$ cat src/rtl/pll_rst_seq.sv
// Lock-supervised PLL reset sequencer: pulses the PLL reset and waits for a stable lock, then releases sys_rst.
// Optional build macro PLL_RST_SEQ_RETRY_EN enables bounded retries on lock timeout before latching failure.
module pll_rst_seq #(
  parameter int unsigned LOCK_STABLE_CYCLES = 1024,
  parameter int unsigned LOCK_TIMEOUT       = 65536,
  parameter int unsigned PLL_RST_CYCLES     = 16,
  parameter int unsigned RETRY_MAX          = 3
) (
  input  logic       refclk,
  input  logic       reset,
  input  logic       extlock,
  output logic       pll_reset,
  output logic       sys_rst,
  output logic       ready,
  output logic       lock_fail,
  output logic       lol_event,
  output logic [1:0] retry_cnt
);

  localparam int unsigned CNT_W   = 17;
  localparam int unsigned RETRY_W = 2;

  localparam logic [CNT_W-1:0] RST_LAST = CNT_W'(PLL_RST_CYCLES - 1);
  localparam logic [CNT_W-1:0] TO_LAST  = CNT_W'(LOCK_TIMEOUT - 1);
  localparam logic [CNT_W-1:0] STB_LAST = CNT_W'(LOCK_STABLE_CYCLES - 1);

  // Out-of-range parameters are rejected at elaboration.
  if (LOCK_STABLE_CYCLES < 2 || LOCK_STABLE_CYCLES > (1 << CNT_W) ||
      LOCK_TIMEOUT < 2 || LOCK_TIMEOUT > (1 << CNT_W) ||
      PLL_RST_CYCLES < 1 || PLL_RST_CYCLES > (1 << CNT_W) ||
      RETRY_MAX > 3) begin : g_bad_param
    $error("pll_rst_seq: parameter out of range");
  end

  typedef enum logic [2:0] {
    S_PLL_RST   = 3'd0,
    S_WAIT_LOCK = 3'd1,
    S_STABLE    = 3'd2,
    S_RUN       = 3'd3,
    S_FAIL      = 3'd4
  } state_t;

  state_t               state, state_nxt;
  logic [CNT_W-1:0]     cnt, cnt_nxt;
  logic [RETRY_W-1:0]   retry_nxt;
  logic [1:0]           sync;
  logic                 lock_s;
  logic                 lol_nxt;
  logic                 pll_reset_nxt, sys_rst_nxt, ready_nxt, lock_fail_nxt;

  assign lock_s = sync[1];

  // State, counter, synchronizer and registered outputs.
  always_ff @(posedge refclk) begin
    if (reset) begin
      state     <= S_PLL_RST;
      cnt       <= '0;
      sync      <= 2'b00;
      pll_reset <= 1'b1;
      sys_rst   <= 1'b1;
      ready     <= 1'b0;
      lock_fail <= 1'b0;
      lol_event <= 1'b0;
      retry_cnt <= '0;
    end else begin
      state     <= state_nxt;
      cnt       <= cnt_nxt;
      sync      <= {sync[0], extlock};
      pll_reset <= pll_reset_nxt;
      sys_rst   <= sys_rst_nxt;
      ready     <= ready_nxt;
      lock_fail <= lock_fail_nxt;
      lol_event <= lol_nxt;
      retry_cnt <= retry_nxt;
    end
  end

  // Next state, shared counter and retry bookkeeping.
  always_comb begin
    state_nxt = state;
    cnt_nxt   = cnt;
    retry_nxt = retry_cnt;
    lol_nxt   = 1'b0;
    case (state)
      S_PLL_RST: begin
        if (cnt == RST_LAST) begin
          state_nxt = S_WAIT_LOCK;
          cnt_nxt   = '0;
        end else begin
          cnt_nxt = cnt + CNT_W'(1);
        end
      end
      S_WAIT_LOCK: begin
        if (lock_s) begin
          state_nxt = S_STABLE;
          cnt_nxt   = '0;
        end else if (cnt == TO_LAST) begin
`ifdef PLL_RST_SEQ_RETRY_EN
          if (retry_cnt == RETRY_W'(RETRY_MAX)) begin
            state_nxt = S_FAIL;
          end else begin
            retry_nxt = retry_cnt + RETRY_W'(1);
            state_nxt = S_PLL_RST;
            cnt_nxt   = '0;
          end
`else
          state_nxt = S_FAIL;
`endif
        end else begin
          cnt_nxt = cnt + CNT_W'(1);
        end
      end
      S_STABLE: begin
        // A lock drop here restarts the lock wait without counting as a retry.
        if (!lock_s) begin
          state_nxt = S_WAIT_LOCK;
          cnt_nxt   = '0;
        end else if (cnt == STB_LAST) begin
          state_nxt = S_RUN;
          cnt_nxt   = '0;
          retry_nxt = '0;
        end else begin
          cnt_nxt = cnt + CNT_W'(1);
        end
      end
      S_RUN: begin
        if (!lock_s) begin
          lol_nxt   = 1'b1;
          state_nxt = S_PLL_RST;
          cnt_nxt   = '0;
        end
      end
      S_FAIL: begin
        state_nxt = S_FAIL;
      end
      default: begin
        state_nxt = S_PLL_RST;
        cnt_nxt   = '0;
      end
    endcase
  end

  // Output values are decoded from the next state so they land on the same edge.
  always_comb begin
    pll_reset_nxt = 1'b0;
    sys_rst_nxt   = 1'b1;
    ready_nxt     = 1'b0;
    lock_fail_nxt = 1'b0;
    case (state_nxt)
      S_PLL_RST: pll_reset_nxt = 1'b1;
      S_RUN: begin
        sys_rst_nxt = 1'b0;
        ready_nxt   = 1'b1;
      end
      S_FAIL:  lock_fail_nxt = 1'b1;
      default: pll_reset_nxt = 1'b0;
    endcase
  end

endmodule

$ cat config.mk
export PLATFORM = sky130hd
export DESIGN_NAME = pll_rst_seq
export DESIGN_NICKNAME = d
export VERILOG_FILES = /design/src/rtl/pll_rst_seq.sv
export SDC_FILE = /design/constraint.sdc
export NUM_CORES = 1
export LEC_CHECK = 0
export CORE_ASPECT_RATIO = 0.8
export CORE_MARGIN = 4
export CORE_UTILIZATION = 55
export CTS_CLUSTER_SIZE = 14
export DETAILED_ROUTE_END_ITERATION = 8
export GPL_ROUTABILITY_DRIVEN = 1
export GPL_TIMING_DRIVEN = 0
export PLACE_DENSITY_LB_ADDON = 0.05
export SYNTH_ARGS = -nofsm -noshare
export SYNTH_HDL_FRONTEND = slang
export SYNTH_SLANG_ARGS = --single-unit
export TNS_END_PERCENT = 50
$ cat constraint.sdc
create_clock -name refclk -period 3.1 [get_ports refclk]
set_input_delay 0.62 -clock refclk [delete_from_list [all_inputs] [get_ports refclk]]
set_output_delay 0.62 -clock refclk [all_outputs]
set_load 0.1 [all_outputs]
# After elaboration in Yosys (flattened, before gate mapping)
# Cells that the tools add are included.
[classes]
n_addsub = 1
n_eq_ne = 11
muxes = 19
n_bitwise = 2
n_reduce_logical = 4
[op_table]
columns = ["operator", "count"]
rows = [
  ["$mux 17", 6],
  ["$pmux 17 s5", 1],
  ["$mux 3", 6],
  ["$add 17x1->17 const B", 1],
  ["$eq 17x10->1 const B", 1],
  ["$eq 17x16->1 const B", 1],
  ["$eq 17x4->1 const B", 1],
  ["$pmux 3 s5", 1],
  ["$eq 3x2->1 const B", 3],
  ["$eq 3x3->1 const B", 2],
  ["$logic_not 3->1", 2],
  ["$mux 1", 5],
  ["$eq 3x1->1 const B", 1],
  ["$ne 3x3->1 const B", 1],
  ["$reduce_and 3->1", 1],
  ["$ne 2x2->1 const B", 1],
  ["$not 1->1", 2],
  ["$reduce_or 2->1", 1],
]
[word_totals]
ff_bits = 27
inputBits = 3
output_inout_bits = 7
elab_cells = 45

# Depth between registers and ports, before layout
# Gate-level depths: netlist of run 1.
[depth]
depth_word = 6
mapped_depth = 10
mapped_depth_nobuf = 9

# Least setup slack after synthesis of run 1
# Ideal clock, no wire load.
[synth_path]
kind = "reg2reg"
from = "reg cnt[0]"
to = "reg cnt[10]"
setup_time_ns = 0.129
t_arrival_ns = 2.103
required_time_ns = 2.971
path_slack_ns = 0.868
path_stages_with_launch = 11
path_buffers = 1
period_less_slack_ns = 2.232
cell_sequence = "dfxtp_1 -> ha_1 -> and3_4 -> nand3_1 -> nor3_1 -> ha_1 -> a211o_1 -> and2_1 -> buf_6 -> o31ai_4 -> nor2_1"
[synth_via]
elab_chain_len = 4
word_cells_on_any_way = 12
classes_between = "add/sub: 1; eq/ne: 4; mux: 6; reduce/logical: 1"
[synth_lines]
columns = ["element", "line", "rtl"]
rows = [
  ["start: declaration", "44", "logic [CNT_W-1:0] cnt, cnt_nxt;"],
  ["start signal: assignment", "67", "cnt <= cnt_nxt;"],
  ["$add 17x1->17 or $eq 17x10->1 (tied branches)", "-", ""],
  ["$mux 17 (on tied branches)", "118, 97", ""],
  ["$mux 17 (on tied branches)", "115, 94", ""],
  ["$pmux 17 s5", "84", "case (state)"],
]
# Parallel ways exist; a longest one is shown, timed or not. The select of a mux whose other input is x is not followed.
# A chain may end at the register's enable or synchronous reset.

# Final worst setup path of run 1
[layout_path]
from = "reg cnt[0]"
to = "reg cnt[7]"
# The elaborated chain is that of the path after synthesis.

==> results of run 1 <==
## cell usage in the layout, fill, tap and decap left out, types with 3 or more instances in the layout
cell type,synthesis,final
dfxtp_1,27,27
and2_1,5,5
nand3_1,9,9
o22ai_1,4,4
buf_2,4,4
nor2_1,9,9
a21oi_1,20,20
o21ai_0,3,3
and4_1,3,3
clkdlybuf4s50_1,0,7
a211oi_1,3,3
clkbuf_1,3,4
buf_6,3,3
inv_1,3,3
nand3b_1,4,4
and3_1,3,3
xnor2_1,8,8
nor3_1,6,6
clkbuf_4,0,3
nand4_1,4,4
nand2_1,12,12
o21ai_1,3,3
nor2b_1,6,6
## path summary, 6_finish.rpt
kind	from	to	slack [ns]	cells past startpoint
worst max-delay path	cnt[0]	cnt[7]	0.55	10
worst min-delay path	sync[0]	sync[1]	0.47	1
worst max register to register	cnt[0]	cnt[7]	0.55	10
worst min register to register	sync[0]	sync[1]	0.47	1
## per-stage QoR
step | cells | utilization [%] | setup slack, ns
final | 219 | 64.8 | 0.549
after global routing | 219 | 64.8 | 0.372
after CTS | 219 | 64.8 | 0.550
after detailed placement | 215 | 63.7 | 0.561
after global placement | 215 | 63.7 | 0.608
after floorplan | 172 | - | 0.868
## cell type report
| cell class | count | area [µm²] | area share, % |
|---|---|---|---|
| repair buffers | 7 | 70.1 | 4.32 |
| flip-flops and latches | 27 | 541 | 33.4 |
| inverters | 3 | 11.3 | 0.695 |
| well taps | 36 | 45.0 | 2.78 |
| plain buffers | 13 | 83.8 | 5.17 |
| clock buffers | 4 | 26.3 | 1.62 |
| multi-input cells | 129 | 843 | 52.0 |
## registers in the layout, indices dropped and copies added, names as in the netlist
name	cells
sys_rst	1
cnt	17
sync	2
lol_event	1
pll_reset	1
state	3
lock_fail	1
ready	1
## power by group
part / total (mW) / internal (mW) / switching (mW)
sequential: 0.356 / 0.352 / 0.00427
clock: 0.150 / 0.0505 / 0.0991
combinational: 0.0348 / 0.0117 / 0.0231
total: 0.540 / 0.414 / 0.126
## cell families after synthesis
| family | synth area share (%) |
|---|---|
| simple gates | 27.6 |
| compound gates | 22.6 |
| flops | 36.6 |
| buf+inv | 6.45 |
| xor+xnor | 4.75 |
| fa+ha+maj | 1.70 |
| other cells | 0.254 |
## metal layers
metal  part of all wire [%]  wire, µm
met1                     49      1520
met2                     44      1350
met3                    5.9       183
met4                   0.81        25
met5                      0         0
==> summary.txt, run 1 <==
Finish
  – Ant diodes: 0
  – Fill cells: between 200 and 250
  – Share of cells above drive strength 1: between 10% and 20%
  – Layout net count: 189
  – Post-synthesis to final-layout area growth: 9.84%
  – Design area: approximately 1600 µm²

Synth
  – Most common cell in the netlist: dfxtp_1
  – Post-synth cell types: 46
  – Synth warnings: 0
  – Sequential share of the synthesized area: between 30% and 40%
  – Cell area after synthesis: about 1500 µm²
  – Post-synthesis async set-or-reset flop share: 0%
  – Synth Flop Type: dfxtp_1
  – Commonest cells in the synthesized netlist: dfxtp_1 (27), a21oi_1 (20), nand2_1 (12)
  – Top post-synthesis cells by area: dfxtp_1 (37%), a21oi_1 (6.8%), xnor2_1 (4.7%)
  – Mapped Cells: 171
  – Seq cells post-synth: 27
  – Biggest area consumer among synthesized cells: dfxtp_1
  – Post-synth EDFFs: 0
  – Share of the synthesized area in the top cell type: ~37%
  – Post-Syn Area per Cell: approximately 8.6 µm²

Timing
  – Fin crit share: about 82%
  – Tightest Pin Transition: 0.977 ns
  – Clock Skews: about 0.0024 ns
  – Final Max Tran Viols: 0
  – WHS: approximately 0.47 ns
  – Fmax: 392 MHz
  – Final setup vio count: 0
  – Period minus WS final: approximately 2.6 ns
  – Final hold vios: 0
  – Slew margin rel.: 34.7%
  – Setup TNS: 0 ns
  – RSZ-0062 raised after global routing: no

Placed design
  – Placement Cell Area: between 1500 and 2000 µm²
  – GPL Wtd Cong: 0.794
  – IO buf count: 7
  – Dpl hpwl: 2.25 mm

CTS
  – Post-cts sizing count: 0
  – Count of clock tree sinks: 27
  – Worst skew pair latency: ~0.32 ns
  – Root Buffer: clkbuf_4
  – Num CTS Buffers: 3
  – Clk buf depth: 2
  – Clock Pin Slew Worst Setup and Hold Paths: about 0.13 ns
  – H-tree Lvls: 1
  – Post-CTS Setup Inserts: 0
  – Post-cts hold buffer count: 0
  – CTS tree: yes

Route
  – Wirelength per Cell: 14.1 µm
  – Antenna-violating nets left: 0
  – Drt via density: roughly 5.8
  – Vias: 1270
  – Drt initial violations: 68
  – DR pass1 iterations: 4
  – # DRC: 0
  – Routed wire length: roughly 3.1 mm

Pwr
  – Max VDD drop: between 0.2 and 0.25 mV
  – Design Power: ~0.54 mW
  – Pwr dens: 333 nW/µm²
  – Static Leak: approximately 0.57 nW

Worst setup path
  – Most used cell along the critical path: ha_1
  – Worst stage delay on the critical path: 0.44 ns
  – Family with the most delay on the worst path: compound AO/OA/AOI/OAI gates
  – CP Data Arrival Time: roughly 2.8 ns
  – Crit Path Class: flip-flop to flip-flop
  – Crit-path slowest cell: o31ai_4
  – Crit path cell chain: ha_1 -> and3_4 -> nand3_1 -> nor3_1 -> ha_1 -> a211o_1 -> and2_1 -> buf_6 -> o31ai_4 -> nor2_1
  – Critical Path RT: around 3.3 ns
  – WP buf/inv: 1
  – Startpoint types: flip-flop
  – Critical path capture point type: flip-flop
  – CP max FO: 10

Global routing
  – Met2 Use GR: between 30% and 40%
  – GRT overflow: 0
  – First-pass GRT wire length: 5.46 mm
  – Total Routing Usage GR: 20.1%
  – Met1 Usage GRT: 27.9%
  – Largest net degree at the start of global routing: 15
  – M3 GR Usage: ~4.9%
  – Initial antenna violation count: 0
  – GRT Max-Usage Layer: met2
  – Vias in the first global route: ~1200

Floorplanning
  – I/O pin count: 10
  – Core area: between 2000 and 3000 µm²
  – Die width: 65.9 µm
  – Row cnt: 16
  – DIE AREA: around 3600 µm²
  – Die Ht: between 50 and 60 µm
  – Starting density of the core: 59.0%

Hold path
  – Hold Crit Class: flip-flop to flip-flop

Status
  – Status: complete, no violations

Job
  – Max Cap Violations: 0
(Power assumes the default switching activity.)
==> inputs of run 2 (changes only) <==
--- a/config.mk
+++ b/config.mk
@@ -7,7 +7,7 @@
 export LEC_CHECK = 0
 export CORE_ASPECT_RATIO = 0.8
 export CORE_MARGIN = 4
-export CORE_UTILIZATION = 55
+export CORE_UTILIZATION = 52
 export CTS_CLUSTER_SIZE = 14
 export DETAILED_ROUTE_END_ITERATION = 8
 export GPL_ROUTABILITY_DRIVEN = 1
==> constraint.sdc (replaced) <==
create_clock -name refclk -period 2.33 [get_ports refclk]
set_input_delay 0.466 -clock refclk [delete_from_list [all_inputs] [get_ports refclk]]
set_output_delay 0.466 -clock refclk [all_outputs]
set_load 0.1 [all_outputs]
==> run 2 against run 1 <==
Against the previous run: combinational power up 69%; critical path type is now flip-flop to output port; setup slack worse by 0.48 ns; sequential share of layout area down 1.7 points; total power up 36%; die area up 5.0%; via count up 3.3%; clock skew up 0.00062 ns; final cell count up 3.2%.
==> summary.txt, run 2 (synthesis results as in run 1) <==
Status
  – Status: complete, no violations

Timing
  – RSZ-0062 raised after global routing: yes
  – Final setup vio count: 0
  – Fin crit share: 97.2%
  – Fmax: 441 MHz
  – Period minus WS final: 2.27 ns
  – Slew margin rel.: between 30% and 40%
  – Clock Skews: 0.00299 ns
  – Tightest Pin Transition: 0.969 ns
  – Final Max Tran Viols: 0
  – WHS: approximately 0.46 ns
  – Final hold vios: 0

Pwr
  – Max VDD drop: ~0.25 mV
  – Static Leak: 0.611 nW
  – Pwr dens: between 400 and 500 nW/µm²

Floorplanning
  – Row cnt: 16
  – Core area: approximately 2600 µm²
  – I/O pin count: 10
  – Die Ht: roughly 56 µm
  – DIE AREA: 3760 µm²
  – Starting density of the core: between 50% and 60%
  – Die width: 67.6 µm

Job
  – Max Cap Violations: 0

Placed design
  – IO buf count: 7
  – GPL Wtd Cong: a little over 0.8
  – Dpl hpwl: 2.36 mm

Global routing
  – Initial antenna violation count: 0
  – GRT overflow: 0
  – First-pass GRT wire length: approximately 5.6 mm
  – Vias in the first global route: between 1000 and 1500
  – Largest net degree at the start of global routing: 15
  – Total Routing Usage GR: 19.4%

Finish
  – Regs by FF count: cnt: 17 flops, state: 3 flops, sync: 2 flops
  – Final Util: 67.2%
  – Most frequent cells in the layout: dfxtp_1 (20), a21oi_1 (18), nand2_1 (12)
  – Most common cell after layout, fill and taps aside: dfxtp_1
  – Largest Register: cnt
  – Number of flip-flops in the largest register: 17
  – Post-synthesis to final-layout area growth: 17.7%
  – Share of cells above drive strength 1: 23.7%
  – Layout net count: a little under 200
  – Ant diodes: 0

CTS
  – Clk buf depth: 2
  – Worst skew pair latency: roughly 0.33 ns
  – Num CTS Buffers: 3
  – CTS tree: yes
  – Root Buffer: clkbuf_4
  – H-tree Lvls: 1
  – Post-cts hold buffer count: 0
  – Clock Pin Slew Worst Setup and Hold Paths: between 0.1 and 0.15 ns
  – Count of clock tree sinks: 27

Worst setup path
  – CP Data Arrival Time: approximately 1.8 ns
  – Family with the most delay on the worst path: buffers and inverters
  – Worst stage delay on the critical path: approximately 1.1 ns
  – Crit Path Class: flip-flop to output port
  – CP max FO: 1
  – WP buf/inv: 1
  – Critical Path RT: ~1.9 ns
  – Critical path capture point type: output port
  – Startpoint types: flip-flop
  – Crit-path slowest cell: clkdlybuf4s50_1
  – Crit path cell chain: clkdlybuf4s50_1

Route
  – Vias: 1312
  – Routed wire length: about 3.4 mm
  – Antenna-violating nets left: 0
  – # DRC: 0
  – Wirelength per Cell: around 15 µm
  – DR pass1 iterations: 5
  – Drt via density: 5.81
  – Drt initial violations: 84

Hold path
  – Hold Crit Class: flip-flop to flip-flop
## run 2: cell type report
class	count	area, µm²
Inverter	3	11.3
Timing Repair Buffer	14	130
Tap cell	36	45.0
Multi-Input combinational cell	129	888
Buffer	13	86.3
Fill cell	208	846
Sequential cell	27	549
Clock buffer	4	26.3
## run 2: timing repair
| item | 4_1_cts | 5_1_grt |
|---|---|---|
| setup buffers | 4 | 3 |
| hold endpoints to repair | 0 | 0 |
| gates resized for setup | 7 | 16 |
| pin swaps | 2 | 5 |
| gates cloned | 0 | 0 |
| setup endpoints to repair | 10 | 15 |
## run 2: power by group
group | total (mW) | internal (mW) | switching [mW]
Combinational | 0.0589 | 0.0245 | 0.0344
Clock | 0.204 | 0.0672 | 0.137
Sequential | 0.473 | 0.468 | 0.00473
Total | 0.736 | 0.560 | 0.176
## run 2: layer usage
layer	track usage, %	vias up	routed length, µm
met5	0	-	0
met4	5.20	0	57
met3	5.05	8	189
met2	28.0	43	1560
met1	27.9	604	1580
li1	-	657	-
## run 2: stage by stage
| step | instances | total power [mW] | setup slack [ns] | cell area (µm²) | setup TNS, ns |
|---|---|---|---|---|---|
| finish | 226 | 0.736 | 0.0641 | 1740 | 0 |
| global route | 226 | 0.769 | -0.0348 | 1740 | -0.0466 |
| CTS | 223 | 0.737 | 0.0168 | 1670 | 0 |
| detailed placement | 215 | 0.530 | -0.243 | 1590 | -1.89 |
| global placement | 215 | 0.528 | -0.152 | 1590 | -1.35 |
| floorplan | 172 | 0.519 | 0.0980 | 1480 | 0 |
## run 2: path summary, 6_finish.rpt
| kind | cells past startpoint | start | slack (ns) | end |
|---|---|---|---|---|
| worst max-delay path | 1 | lol_event | 0.06 | lol_event |
| worst min-delay path | 1 | sync[0] | 0.46 | sync[1] |
| worst max register to register | 11 | cnt[0] | 0.07 | cnt[13] |
| worst min register to register | 1 | sync[0] | 0.46 | sync[1] |
==> inputs of run 3 (changes only) <==
--- a/config.mk
+++ b/config.mk
@@ -7,7 +7,7 @@
 export LEC_CHECK = 0
 export CORE_ASPECT_RATIO = 0.8
 export CORE_MARGIN = 4
-export CORE_UTILIZATION = 52
+export CORE_UTILIZATION = 45
 export CTS_CLUSTER_SIZE = 14
 export DETAILED_ROUTE_END_ITERATION = 8
 export GPL_ROUTABILITY_DRIVEN = 1
==> run 3 against run 2 <==
Against the previous run: sequential share of layout area fell by 1.4 points; first-iteration DRC count rose by 11%; wire length rose by 2.6%; fmax barely moved; highest routed layer unchanged; critical endpoint is now cnt[6]; die area rose by 13%; sequential cell count did not move; critical path type is now flip-flop to flip-flop.
==> summary.txt, run 3 (synthesis results as in run 1) <==
Floorplanning
  – DIE AREA: 4260 µm²
  – Die Ht: a little under 60 µm
  – Row cnt: 18
  – Die width: 72.0 µm
  – Starting density of the core: ~47%
  – I/O pin count: 10
  – Core area: about 3100 µm²

Status
  – Status: complete, no violations

Worst setup path
  – Reg2reg setup slack: 0.07 ns
  – Critical Path RT: approximately 2.5 ns
  – Reg2reg end: cnt[6]
  – Startpoint types: flip-flop
  – Worst r2r src: cnt[9]
  – Crit Path Class: flip-flop to flip-flop
  – CP Data Arrival Time: approximately 2.4 ns
  – Critical path capture point type: flip-flop
  – Path depth of the worst reg2reg path: 10
  – CP max FO: 6

Placed design
  – GPL Wtd Cong: 0.797
  – Setup WS pre-CTS: -0.208 ns
  – Dpl hpwl: 2.21 mm
  – IO buf count: 7

Route
  – Vias: around 1300
  – Routed wire length: ~3.5 mm
  – # DRC: 0
  – DR pass1 iterations: 4
  – Antenna-violating nets left: 0
  – Drt initial violations: between 90 and 100
  – Wirelength per Cell: 14.8 µm
  – Drt via density: roughly 5.7

Timing
  – Final hold vios: 0
  – Fin crit share: 97.2%
  – Clock Skews: roughly 0.011 ns
  – Tightest Pin Transition: 0.964 ns
  – Period minus WS final: between 2 and 2.5 ns
  – Final setup margin: 0.0653 ns
  – Final Max Tran Viols: 0
  – Fmax: around 440 MHz
  – Final setup vio count: 0
  – WHS: roughly 0.45 ns
  – Slew margin rel.: 35.6%

Pwr
  – Static Leak: around 0.66 nW
  – Max VDD drop: about 0.28 mV
  – Pwr dens: approximately 440 nW/µm²

CTS
  – CTS tree: yes
  – Clk buf depth: 2
  – Count of clock tree sinks: 27
  – Clock Pin Slew Worst Setup and Hold Paths: approximately 0.10 ns
  – Root Buffer: clkbuf_8
  – Worst skew pair latency: 0.28 ns
  – Num CTS Buffers: 3
  – H-tree Lvls: 1

Job
  – Max Cap Violations: 0

Finish
  – Fill cells: 268
  – Share of cells above drive strength 1: between 20% and 30%
  – Ant diodes: 0
  – Most common cell after layout, fill and taps aside: a21oi_1
  – Regs by FF count: cnt: 17 flops, state: 3 flops, sync: 2 flops
  – Post-synthesis to final-layout area growth: 24.3%
  – Number of flip-flops in the largest register: 17
  – Storage cell area: 554 µm²
  – Multi-input logic area: 892 µm²
  – Most frequent cells in the layout: a21oi_1 (20), dfxtp_1 (18), buf_4 (13)
  – Largest Register: cnt
  – Layout net count: between 200 and 250

Hold path
  – Hold Crit Depth: 1
  – Hold Crit Class: flip-flop to flip-flop
  – WHS Endpoint: sync[1]
  – Min-delay src: sync[0]

Global routing
  – Largest net degree at the start of global routing: 16
  – Initial antenna violation count: 0
  – GRT overflow: 0
  – First-pass GRT wire length: ~5.7 mm
  – Vias in the first global route: between 1000 and 1500
  – Total Routing Usage GR: between 15 and 20%
[run 3: cell types whose count changed in the layout (fill, tap and decap cells not counted), moves of 2 or more]
cell,previous run,this run
buf_4,7,13
clkbuf_4,4,0
clkbuf_8,0,3
buf_6,5,3
a21oi_1,18,20
a21oi_2,2,0
dfxtp_1,20,18
[run 3: report_power, final]
| group | leakage, nW | switching (mW) | internal [mW] |
|---|---|---|---|
| Combinational | 0.415 | 0.0367 | 0.0289 |
| Sequential | 0.223 | 0.00538 | 0.467 |
| Clock | 0.0255 | 0.151 | 0.120 |
| Total | 0.663 | 0.193 | 0.616 |
[run 3: layout make-up]
type	count	area share (%)
sequential	27	30.2
clock buffer	3	2.25
tap	40	2.73
clock inverter	1	0.273
timing repair buffer	19	10.5
buffer	13	4.71
multi-input combinational	129	48.7
inverter	3	0.614
[run 3: worst max-delay path: stages, from the launching register on]
cell	delay, ns
dfxtp_1	0.35
and2_2	0.24
nand3_1	0.17
nor3_1	0.08
ha_2	0.19
a211o_4	0.35
and2_4	0.14
buf_6	0.11
o31ai_4	0.32
buf_12	0.16
nor2_1	0.04
[run 3: what timing repair did]
item | in CTS | in global routing
pin swaps | 3 | 4
gates cloned | 1 | 0
hold buffers | 0 | 0
setup buffers | 7 | 4
resized for setup | 7 | 20
setup endpoints to repair | 11 | 17
[run 3: metal layers]
layer	track usage [%]	vias up	wire [µm]
met3	4.07	8	218
met1	23.6	626	1680
met2	26.2	38	1510
li1	-	663	-
met5	0	-	0
met4	5.36	0	65
[run 3: how the worst max path moves through the flow]
stage	start	to	slack, ns
6_report	cnt[9]	cnt[6]	0.07
3_5_place_dp	cnt[0]	cnt[13]	-0.21
2_1_floorplan	cnt[0]	cnt[10]	0.1
3_3_place_gp	cnt[0]	cnt[5]	-0.18
4_1_cts	cnt[0]	cnt[14]	0.01
5_1_grt	cnt[9]	cnt[12]	-0.04
[run 3: through the flow]
step / std cells / instance area, µm² / setup TNS (ns) / total power, mW / util [%]
global route: 235 / 1830 / -0.0636 / 0.835 / 59.0
floorplan: 172 / 1480 / 0 / 0.519 / -
global placement: 219 / 1600 / -1.55 / 0.529 / 51.4
detailed placement: 219 / 1600 / -1.69 / 0.531 / 51.4
CTS: 231 / 1750 / 0 / 0.812 / 56.4
finish: 235 / 1830 / 0 / 0.808 / 59.0
